[config.mk]
export PLATFORM = sky130hd
export DESIGN_NAME = hcsr04_ranger
export DESIGN_NICKNAME = d
export VERILOG_FILES = /design/src/rtl/ultrasonic_pkg.sv /design/src/rtl/sync2.sv /design/src/rtl/hcsr04_ranger.sv
export SDC_FILE = /design/constraint.sdc
export NUM_CORES = 1
export LEC_CHECK = 0
export BUFFER_PORTS_ARGS = -buffer_cell sky130_fd_sc_hd__buf_2
export CELL_PAD_IN_SITES_DETAIL_PLACEMENT = 1
export CELL_PAD_IN_SITES_GLOBAL_PLACEMENT = 1
export CORE_MARGIN = 2
export CORE_UTILIZATION = 30
export CTS_CLUSTER_SIZE = 24
export DETAILED_ROUTE_END_ITERATION = 12
export PLACE_DENSITY_LB_ADDON = 0.08
export SLEW_MARGIN = 10
export SYNTH_ARGS = -nofsm -noshare
export SYNTH_HDL_FRONTEND = slang
export SYNTH_SLANG_ARGS = --single-unit
[constraint.sdc]
create_clock -name clk -period 4.6 [get_ports clk]
set_input_delay 0.46 -clock clk [delete_from_list [all_inputs] [get_ports clk]]
set_output_delay 0.46 -clock clk [all_outputs]
set_load 0.05 [all_outputs]
[src/rtl/ultrasonic_pkg.sv]
// Shared types and constants for the HC-SR04 ultrasonic ranger.
package ultrasonic_pkg;

    typedef enum logic [2:0] {
        ST_IDLE      = 3'd0,
        ST_TRIG      = 3'd1,
        ST_WAIT_RISE = 3'd2,
        ST_MEASURE   = 3'd3,
        ST_HOLDOFF   = 3'd4
    } state_e;

    localparam int          DIST_W       = 12;
    localparam logic [11:0] TIMEOUT_DIST = 12'd4095;

    // Median of three unsigned distances.
    function automatic logic [11:0] med3(input logic [11:0] a,
                                         input logic [11:0] b,
                                         input logic [11:0] c);
        logic [11:0] lo;
        logic [11:0] hi;
        logic [11:0] mid;
        lo  = (a < b) ? a : b;
        hi  = (a < b) ? b : a;
        mid = (hi < c) ? hi : c;
        return (lo > mid) ? lo : mid;
    endfunction

endpackage

[src/rtl/sync2.sv]
// Two-flop synchronizer for the asynchronous echo pin.
module sync2 (
    input  logic clk,
    input  logic rst,
    input  logic d_i,
    output logic q_o
);

    logic [1:0] ff_q;

    // Shift the asynchronous input through two flops.
    always_ff @(posedge clk) begin
        if (rst) begin
            ff_q <= 2'b00;
        end else begin
            ff_q <= {ff_q[0], d_i};
        end
    end

    assign q_o = ff_q[1];

endmodule

[src/rtl/hcsr04_ranger.sv]
// HC-SR04 ranger: trigger, echo timing, cm conversion and timeout handling.
// Optional median-of-three output filter enabled by defining US_MEDIAN_EN.
module hcsr04_ranger
    import ultrasonic_pkg::*;
#(
    parameter int CLK_HZ              = 50_000_000,
    parameter int TRIG_CYCLES         = 500,
    parameter int CYCLES_PER_CM       = 2900,
    parameter int MAX_CM              = 400,
    parameter int PERIOD_CYCLES       = 3_000_000,
    parameter int RISE_TIMEOUT_CYCLES = 1_500_000
) (
    input  logic        clk,
    input  logic        rst,
    input  logic        en,
    input  logic        echo,
    output logic        trig,
    output logic [11:0] distance,
    output logic        valid,
    output logic        timeout
);

    localparam int PH_MAX = (TRIG_CYCLES > RISE_TIMEOUT_CYCLES) ? TRIG_CYCLES : RISE_TIMEOUT_CYCLES;
    localparam int PH_W   = $clog2(PH_MAX + 1);
    localparam int PER_W  = $clog2(PERIOD_CYCLES + 1);
    localparam int SUB_W  = $clog2(CYCLES_PER_CM + 1);

    localparam logic [PH_W-1:0]  TRIG_LAST  = PH_W'(TRIG_CYCLES - 1);
    localparam logic [PH_W-1:0]  RISE_LAST  = PH_W'(RISE_TIMEOUT_CYCLES - 1);
    localparam logic [PER_W-1:0] PERIOD_END = PER_W'(PERIOD_CYCLES);
    localparam logic [SUB_W-1:0] SUB_LAST   = SUB_W'(CYCLES_PER_CM - 1);
    localparam logic [11:0]      CM_LAST    = 12'(MAX_CM - 1);

    // A nonsensical configuration keeps the ranger parked in IDLE.
    localparam bit CFG_OK = (CLK_HZ > 0) && (TRIG_CYCLES >= 1) && (CYCLES_PER_CM >= 2) &&
                            (MAX_CM >= 1) && (MAX_CM < 4095) && (RISE_TIMEOUT_CYCLES >= 1);

    logic             echo_s;
    state_e           state_q,  state_d;
    logic [PH_W-1:0]  phase_q,  phase_d;
    logic [PER_W-1:0] period_q, period_d;
    logic [SUB_W-1:0] sub_q,    sub_d;
    logic [11:0]      cm_q,     cm_d;
    logic             trig_q,   trig_d;
    logic [11:0]      dist_q,   dist_d;
    logic             valid_q,  valid_d;
    logic             to_q,     to_d;
    logic             res_load_s;
    logic [11:0]      res_dist_s;
    logic             res_to_s;
    logic [11:0]      dist_new_s;

    sync2 u_sync2 (
        .clk (clk),
        .rst (rst),
        .d_i (echo),
        .q_o (echo_s)
    );

    // Next-state logic, counters and result capture request.
    always_comb begin
        state_d    = state_q;
        phase_d    = phase_q;
        sub_d      = sub_q;
        cm_d       = cm_q;
        res_load_s = 1'b0;
        res_dist_s = 12'd0;
        res_to_s   = 1'b0;
        if ((state_q != ST_IDLE) && (period_q != PERIOD_END)) begin
            period_d = period_q + {{(PER_W-1){1'b0}}, 1'b1};
        end else begin
            period_d = period_q;
        end

        case (state_q)
            ST_IDLE: begin
                if (en && CFG_OK) begin
                    state_d  = ST_TRIG;
                    period_d = '0;
                    phase_d  = '0;
                end else begin
                    state_d  = ST_IDLE;
                end
            end
            ST_TRIG: begin
                if (phase_q == TRIG_LAST) begin
                    state_d = ST_WAIT_RISE;
                    phase_d = '0;
                end else begin
                    phase_d = phase_q + {{(PH_W-1){1'b0}}, 1'b1};
                end
            end
            ST_WAIT_RISE: begin
                // The cycle that sees the rising edge is the first high clock counted.
                if (echo_s) begin
                    state_d = ST_MEASURE;
                    sub_d   = {{(SUB_W-1){1'b0}}, 1'b1};
                    cm_d    = 12'd0;
                end else if (phase_q == RISE_LAST) begin
                    state_d    = ST_HOLDOFF;
                    res_load_s = 1'b1;
                    res_dist_s = TIMEOUT_DIST;
                    res_to_s   = 1'b1;
                end else begin
                    phase_d = phase_q + {{(PH_W-1){1'b0}}, 1'b1};
                end
            end
            ST_MEASURE: begin
                if (!echo_s) begin
                    state_d    = ST_HOLDOFF;
                    res_load_s = 1'b1;
                    res_dist_s = cm_q;
                    res_to_s   = 1'b0;
                end else if (sub_q == SUB_LAST) begin
                    sub_d = '0;
                    cm_d  = cm_q + 12'd1;
                    if (cm_q == CM_LAST) begin
                        state_d    = ST_HOLDOFF;
                        res_load_s = 1'b1;
                        res_dist_s = TIMEOUT_DIST;
                        res_to_s   = 1'b1;
                    end else begin
                        state_d = ST_MEASURE;
                    end
                end else begin
                    sub_d = sub_q + {{(SUB_W-1){1'b0}}, 1'b1};
                end
            end
            ST_HOLDOFF: begin
                if ((period_q == PERIOD_END) && !echo_s) begin
                    state_d = ST_IDLE;
                end else begin
                    state_d = ST_HOLDOFF;
                end
            end
            default: begin
                state_d = ST_IDLE;
            end
        endcase
    end

`ifdef US_MEDIAN_EN
    logic [11:0] hist0_q, hist0_d;
    logic [11:0] hist1_q, hist1_d;

    // History of the two previous raw results feeding the median filter.
    always_comb begin
        dist_new_s = med3(res_dist_s, hist0_q, hist1_q);
        if (res_load_s) begin
            hist0_d = res_dist_s;
            hist1_d = hist0_q;
        end else begin
            hist0_d = hist0_q;
            hist1_d = hist1_q;
        end
    end

    // History registers.
    always_ff @(posedge clk) begin
        if (rst) begin
            hist0_q <= 12'd0;
            hist1_q <= 12'd0;
        end else begin
            hist0_q <= hist0_d;
            hist1_q <= hist1_d;
        end
    end
`else
    // Unfiltered output path.
    always_comb begin
        dist_new_s = res_dist_s;
    end
`endif

    // Registered output next values.
    always_comb begin
        trig_d  = (state_d == ST_TRIG);
        valid_d = res_load_s;
        if (res_load_s) begin
            dist_d = dist_new_s;
            to_d   = res_to_s;
        end else begin
            dist_d = dist_q;
            to_d   = to_q;
        end
    end

    // State, counters and output registers.
    always_ff @(posedge clk) begin
        if (rst) begin
            state_q  <= ST_IDLE;
            phase_q  <= '0;
            period_q <= '0;
            sub_q    <= '0;
            cm_q     <= 12'd0;
            trig_q   <= 1'b0;
            dist_q   <= 12'd0;
            valid_q  <= 1'b0;
            to_q     <= 1'b0;
        end else begin
            state_q  <= state_d;
            phase_q  <= phase_d;
            period_q <= period_d;
            sub_q    <= sub_d;
            cm_q     <= cm_d;
            trig_q   <= trig_d;
            dist_q   <= dist_d;
            valid_q  <= valid_d;
            to_q     <= to_d;
        end
    end

    assign trig     = trig_q;
    assign distance = dist_q;
    assign valid    = valid_q;
    assign timeout  = to_q;

endmodule
; ---- After elaboration in Yosys (flattened, before gate mapping)
; Cells that the tools add are included.
[word_totals]
register_bits = 87
input_bits = 4
output_inout_bits = 15
wordCells = 80
[classes]
addsub = 4
eq_ne = 17
muxes = 39
n_reduce_logical = 10
[ops]
columns = op, count
row1 = $mux 12, 11
row2 = $mux 21, 4
row3 = $pmux 12 s2, 3
row4 = $mux 22, 3
row5 = $pmux 21 s3, 1
row6 = $add 12x1->12 const B, 2
row7 = $add 22x1->22 const B, 1
row8 = $eq 22x22->1 const B, 1
row9 = $ne 22x22->1 const B, 1
row10 = $add 21x1->21 const B, 1
row11 = $eq 21x21->1 const B, 1
row12 = $eq 21x9->1 const B, 1
row13 = $mux 3, 7
row14 = $pmux 3 s5, 1
row15 = $eq 12x12->1 const B, 1
row16 = $eq 12x9->1 const B, 1
row17 = $ne 2x2->1 const B, 4
row18 = $reduce_and 4->1, 2
row19 = $mux 1, 7
row20 = $eq 3x1->1 const B, 2
row21 = $eq 3x2->1 const B, 2
row22 = $reduce_bool 3->1, 2
row23 = $ne 2x1->1 const B, 2
row24 = $pmux 1 s2, 2
row25 = 6 further kinds, 7

; ---- Longest topological paths before layout
[logic_depth]
ltp_word = 6
mapped_depth = 8
mapped_depth_nobuf = 7

; ---- Cells and area by module
; Synthesis repeated with hierarchy kept, for this count alone.
[hier_totals]
cells_unflattened = 488
hier_area_um2 = 4226.6
[modules_own_cells]
columns = mod, instances, cells_each, area_per_inst_um2, seq_area_each_um2
row1 = hcsr04_ranger, 1, 484, 4174.0, 1701.6
row2 = sync2, 1, 4, 52.6, 40.0

; ---- Worst setup path before layout
; OpenSTA, ideal clock, no wires.
[synth_path]
kind = register to register
startpoint = register phase_q[0]
endpoint = register phase_q[11]
setup_ps = 117
arrival_ps = 2133
required_time_ps = 4483
setup_slack_ps = 2350
stages_incl_launch_ff = 8
path_buffers = 1
period_less_slack_ps = 2250
path_cell_list = dfxtp_1 > ha_1 > inv_1 > or4_1 > or4_1 > a21oi_4 > buf_2 > nor2_1
[synth_between]
elab_chain_cells = 4
word_cells_on_any_way = 9
cone_classes = add/sub (1) / eq/ne (3) / mux (4) / reduce/logical (1)
[synth_rtl]
columns = element, line_no
row1 = from (decl), hcsr04_ranger.sv:40  ; logic [PH_W-1:0] phase_q, phase_d;
row2 = from (signal assigned), hcsr04_ranger.sv:202  ; phase_q <= phase_d;
row3 = $add 21x1->21, "hcsr04_ranger.sv:90, hcsr04_ranger.sv:105"
row4 = $mux 21, hcsr04_ranger.sv:99  ; end else if (phase_q == RISE_LAST) begin
row5 = $mux 21, hcsr04_ranger.sv:95  ; if (echo_s) begin
row6 = $pmux 21 s3, hcsr04_ranger.sv:75  ; case (state_q)
; Parallel ways exist; a longest one is shown, timed or not. The select of a mux whose other input is x is not followed.
; A chain may end at the register's enable or synchronous reset.

; ---- Worst setup path in the final report
[layout_path]
startpoint = register cm_q[5]
endpoint = register dist_q[2] (netlist: distance[2])
[layout_between]
elab_chain_cells = 5
word_cells_on_any_way = 9
cone_classes = eq/ne (1) / mux (8)
[layout_rtl]
columns = element, line_no
row1 = from (decl), hcsr04_ranger.sv:43  ; logic [11:0] cm_q, cm_d;
row2 = from (signal assigned), hcsr04_ranger.sv:205  ; cm_q <= cm_d;
row3 = $eq 12x9->1 (*), hcsr04_ranger.sv:117  ; if (cm_q == CM_LAST) begin
row4 = $mux 12 / $mux 1 (equally long branches), hcsr04_ranger.sv:117
row5 = $mux 12 / $mux 1 (equally long branches), hcsr04_ranger.sv:114  ; end else if (sub_q == SUB_LAST) begin
row6 = $mux 12 / $mux 1 (equally long branches), hcsr04_ranger.sv:109  ; if (!echo_s) begin
row7 = $pmux 12 s2 / $pmux 1 s2 (equally long branches), hcsr04_ranger.sv:75
row8 = to (signal assigned), hcsr04_ranger.sv:207  ; dist_q <= dist_d;
row9 = to (decl), hcsr04_ranger.sv:45  ; logic [11:0] dist_q, dist_d;
; Every way passes the cells marked *; elsewhere a longest branch is shown, timed or not.

==> results.md <==
- final worst-path setup slack: 1.84 ns
- leading register cell type out of synthesis: sky130_fd_sc_hd__dfxtp_1
- commonest cells after routing, fill and taps aside: 87 x sky130_fd_sc_hd__dfxtp_1, 70 x sky130_fd_sc_hd__nor2_1, 34 x sky130_fd_sc_hd__a21oi_1, 34 x sky130_fd_sc_hd__nand2_1, 27 x sky130_fd_sc_hd__nand3_1
- CP Capture Type: flip-flop
- Yosys cell types: 59
- Top Ports: 19
- gr ovfl total: 0
- number of max-cap violations: 0
- critical path type: reg -> reg
- Antenna Diode Count: 0
- # H-tree levels: 3
- number of detailed-routing iterations run before antenna repair: 4
- Post-Syn Instances: 501
- Final Routed Wirelength: 11.1 mm
- die area: 0.0153 mm^2
- final count of negative-setup-slack endpoints: 0
- buffer type at the clock tree root: sky130_fd_sc_hd__clkbuf_16
- global-route wire length before repair: 18.8 mm
- Starting Density: 0.309
- number of synthesized flops with an enable pin: 0
- total clock buffers created by CTS: 9
- Slew HR: 0.280
- buffers inserted by post-CTS timing repair: 0
- r2r setup slk: 1.84 ns
- worst setup skew after layout: 0.00737 ns
- horizontal die dimension: 124 um
- Hold Violations, Final: 0
- wire per inst: 15.9 um
- crit start category: flip-flop
- min-delay src: echo
- Post-Synthesis Net Count: 510
- DRC violations left: 0
- number of cells on the worst reg-to-reg path: 5
- Critical R2R Capture: distance[2]$_SDFFE_PP0P_
- worst hold-check path type: in -> reg
- most frequent standard cell in the layout excluding fill and tap cells: sky130_fd_sc_hd__dfxtp_1
- Routed Antenna Nets: 0
- detailed-placement wirelength estimate: 7.68 mm
- f_max: 0.362 GHz
- fraction of registers with async set or reset after synthesis: 0
- antenna violations before repair: 0
- count of standard-cell rows: 43
- clock-pin slew on the worst setup and hold paths: 0.07 ns
- Sink Count: 87
- setup TNS after final layout: 0 ns
- measured slew at the worst slew-check pin: 1.08 ns
- sequential element share of the synthesized area: 0.404
- Worst Hold Endpoint: u_sync2.ff_q[0]$_SDFF_PP0_
- CP required: 4.87 ns
- Period minus WS final: 2.76 ns
- number of standard cells in the layout, taps in and fillers out: 696
- result of the run: finished clean
- die span in y: 124 um
- cell count of the worst hold path: 2
- Syn Area/Cell: 8.60 um^2
- Core Box Area: 0.0139 mm^2
- clock latency at the later pin of the worst-skew pair: 0.35 ns
- via total after detailed routing: 3,600
- global-route total usage across every layer: 0.158
- reg-to-reg startpoint: cm_q[5]$_SDFFE_PP0P_
- areal power density over the cells: 335 mW/mm^2
- reported leakage power: 1.61 nW
- number of buffers added to fix hold violations after cts: 0
- share of post-route cells with drive strength above 1: 0.120
- Pins Over Slew Limit: 0
- placer congestion estimate: 0.749
- Worst Setup Slack post-DPL: 1.82 ns
- drt first-iter violations: 160
- # placed instances: 680
- layout overhead on the synthesized area: 11.1%
- #FFs+latches synth: 87
- pin count of the biggest net entering global routing: 34
- via count of the first global-routing pass: 3,713
- total number of nets in the final design: 520
- worst path arrival time: 3.03 ns
- post-cts sizing count: 0
- Fill cells: 1,663
- maximum clock insertion buffer count: 2
- unrepaired setup endpoints after global routing: no
- count of input and output buffers: 18
- mapped cell area: 0.00431 mm^2
- via/cell ratio: 5.17
- final critical-path share of the clock period: 0.600
- clock tree from TritonCTS: done
- Max IR drop VDD: 163 uV
- Worst Path Max Fanout: 14
- Ys Warns: 0
==> worst max path at each step <==
stage | startpoint | depth (start not counted) | to
after floorplan | phase_q[0]$_SDFFE_PP0P_ | 7 | phase_q[11]$_SDFFE_PP0P_
after global placement | cm_q[5]$_SDFFE_PP0P_ | 5 | distance[0]$_SDFFE_PP0P_
after detailed placement | cm_q[5]$_SDFFE_PP0P_ | 5 | distance[2]$_SDFFE_PP0P_
after CTS | cm_q[5]$_SDFFE_PP0P_ | 5 | distance[2]$_SDFFE_PP0P_
after global routing | cm_q[5]$_SDFFE_PP0P_ | 5 | distance[2]$_SDFFE_PP0P_
final | cm_q[5]$_SDFFE_PP0P_ | 5 | distance[2]$_SDFFE_PP0P_
==> critical path: stages (launching register included) <==
cell and delay, ns:
sky130_fd_sc_hd__dfxtp_1 0.35, sky130_fd_sc_hd__or4_1 0.52, sky130_fd_sc_hd__or4_4 0.45, sky130_fd_sc_hd__o41ai_4 0.97
sky130_fd_sc_hd__a21oi_1 0.15, sky130_fd_sc_hd__nor3_1 0.22
==> metal layers <==
layer / GRT usage / wire length [um]
met5: 0 / 0
met4: 0.0511 / 143
met3: 0.0462 / 255
met2: 0.265 / 5320
met1: 0.195 / 5340
==> cells by family (layout without fill, tap and decap cells) <==
family | count (synthesis) | after routing | synth area share
AO/OA/AOI/OAI | 93 | 93 | 0.145
XOR/XNOR | 37 | 37 | 0.0752
adder cells (fa/ha/maj) | 5 | 5 | 0.0145
buffers and inverters | 32 | 47 | 0.0471
flip-flops | 87 | 87 | 0.404
multiplexers | 3 | 3 | 0.00697
AND/OR/NAND/NOR | 244 | 244 | 0.307
==> through the flow <==
stage / utilization / power [W] / hold WS, ns / instance area [um^2]
after global routing: 0.344 / 0.00167 / 0.312 / 4790
after floorplan: - / 0.000821 / 0.414 / 4310
after detailed placement: 0.321 / 0.000833 / 0.479 / 4470
after global placement: 0.321 / 0.000832 / 0.460 / 4470
after CTS: 0.344 / 0.00164 / 0.298 / 4790
final: 0.344 / 0.00161 / 0.320 / 4790
==> flip-flops by register name, indices dropped and copies added, names as in the netlist <==
signal        cells
period_q         22
phase_q          21
timeout           1
trig              1
valid             1
distance         12
u_sync2.ff_q      2
state_q           3
cm_q             12
sub_q            12
==> cells in the mapped netlist, drive strengths merged, types with 9 or more instances <==
master,n,area share
clkbuf,13,0.023
inv,12,0.010
a21oi,43,0.060
nor2,70,0.061
dfxtp,87,0.40
or4,9,0.017
or3,15,0.022
and3,9,0.013
nand3,27,0.031
xnor2,13,0.026
xor2,24,0.049
nor3,24,0.037
nand4,18,0.026
nand2,34,0.030
o21ai,22,0.026
==> final cells by class <==
cell class	count	area, um^2	share of cell area
multi-input cells	382	2360	0.494
flip-flops and latches	87	1740	0.364
repair buffers	19	97.6	0.0204
clock inverters	6	85.1	0.0178
inverters	12	45.0	0.00941
clock buffers	10	229	0.0478
well taps	180	225	0.0470
==> where the power goes <==
part / switching, W / internal, W
Clock: 0.000318 / 0.000474
Combinational: 0.0000381 / 0.0000135
Sequential: 0.00000503 / 0.000757
Total: 0.000361 / 0.00124
(Power assumes the default switching activity.)
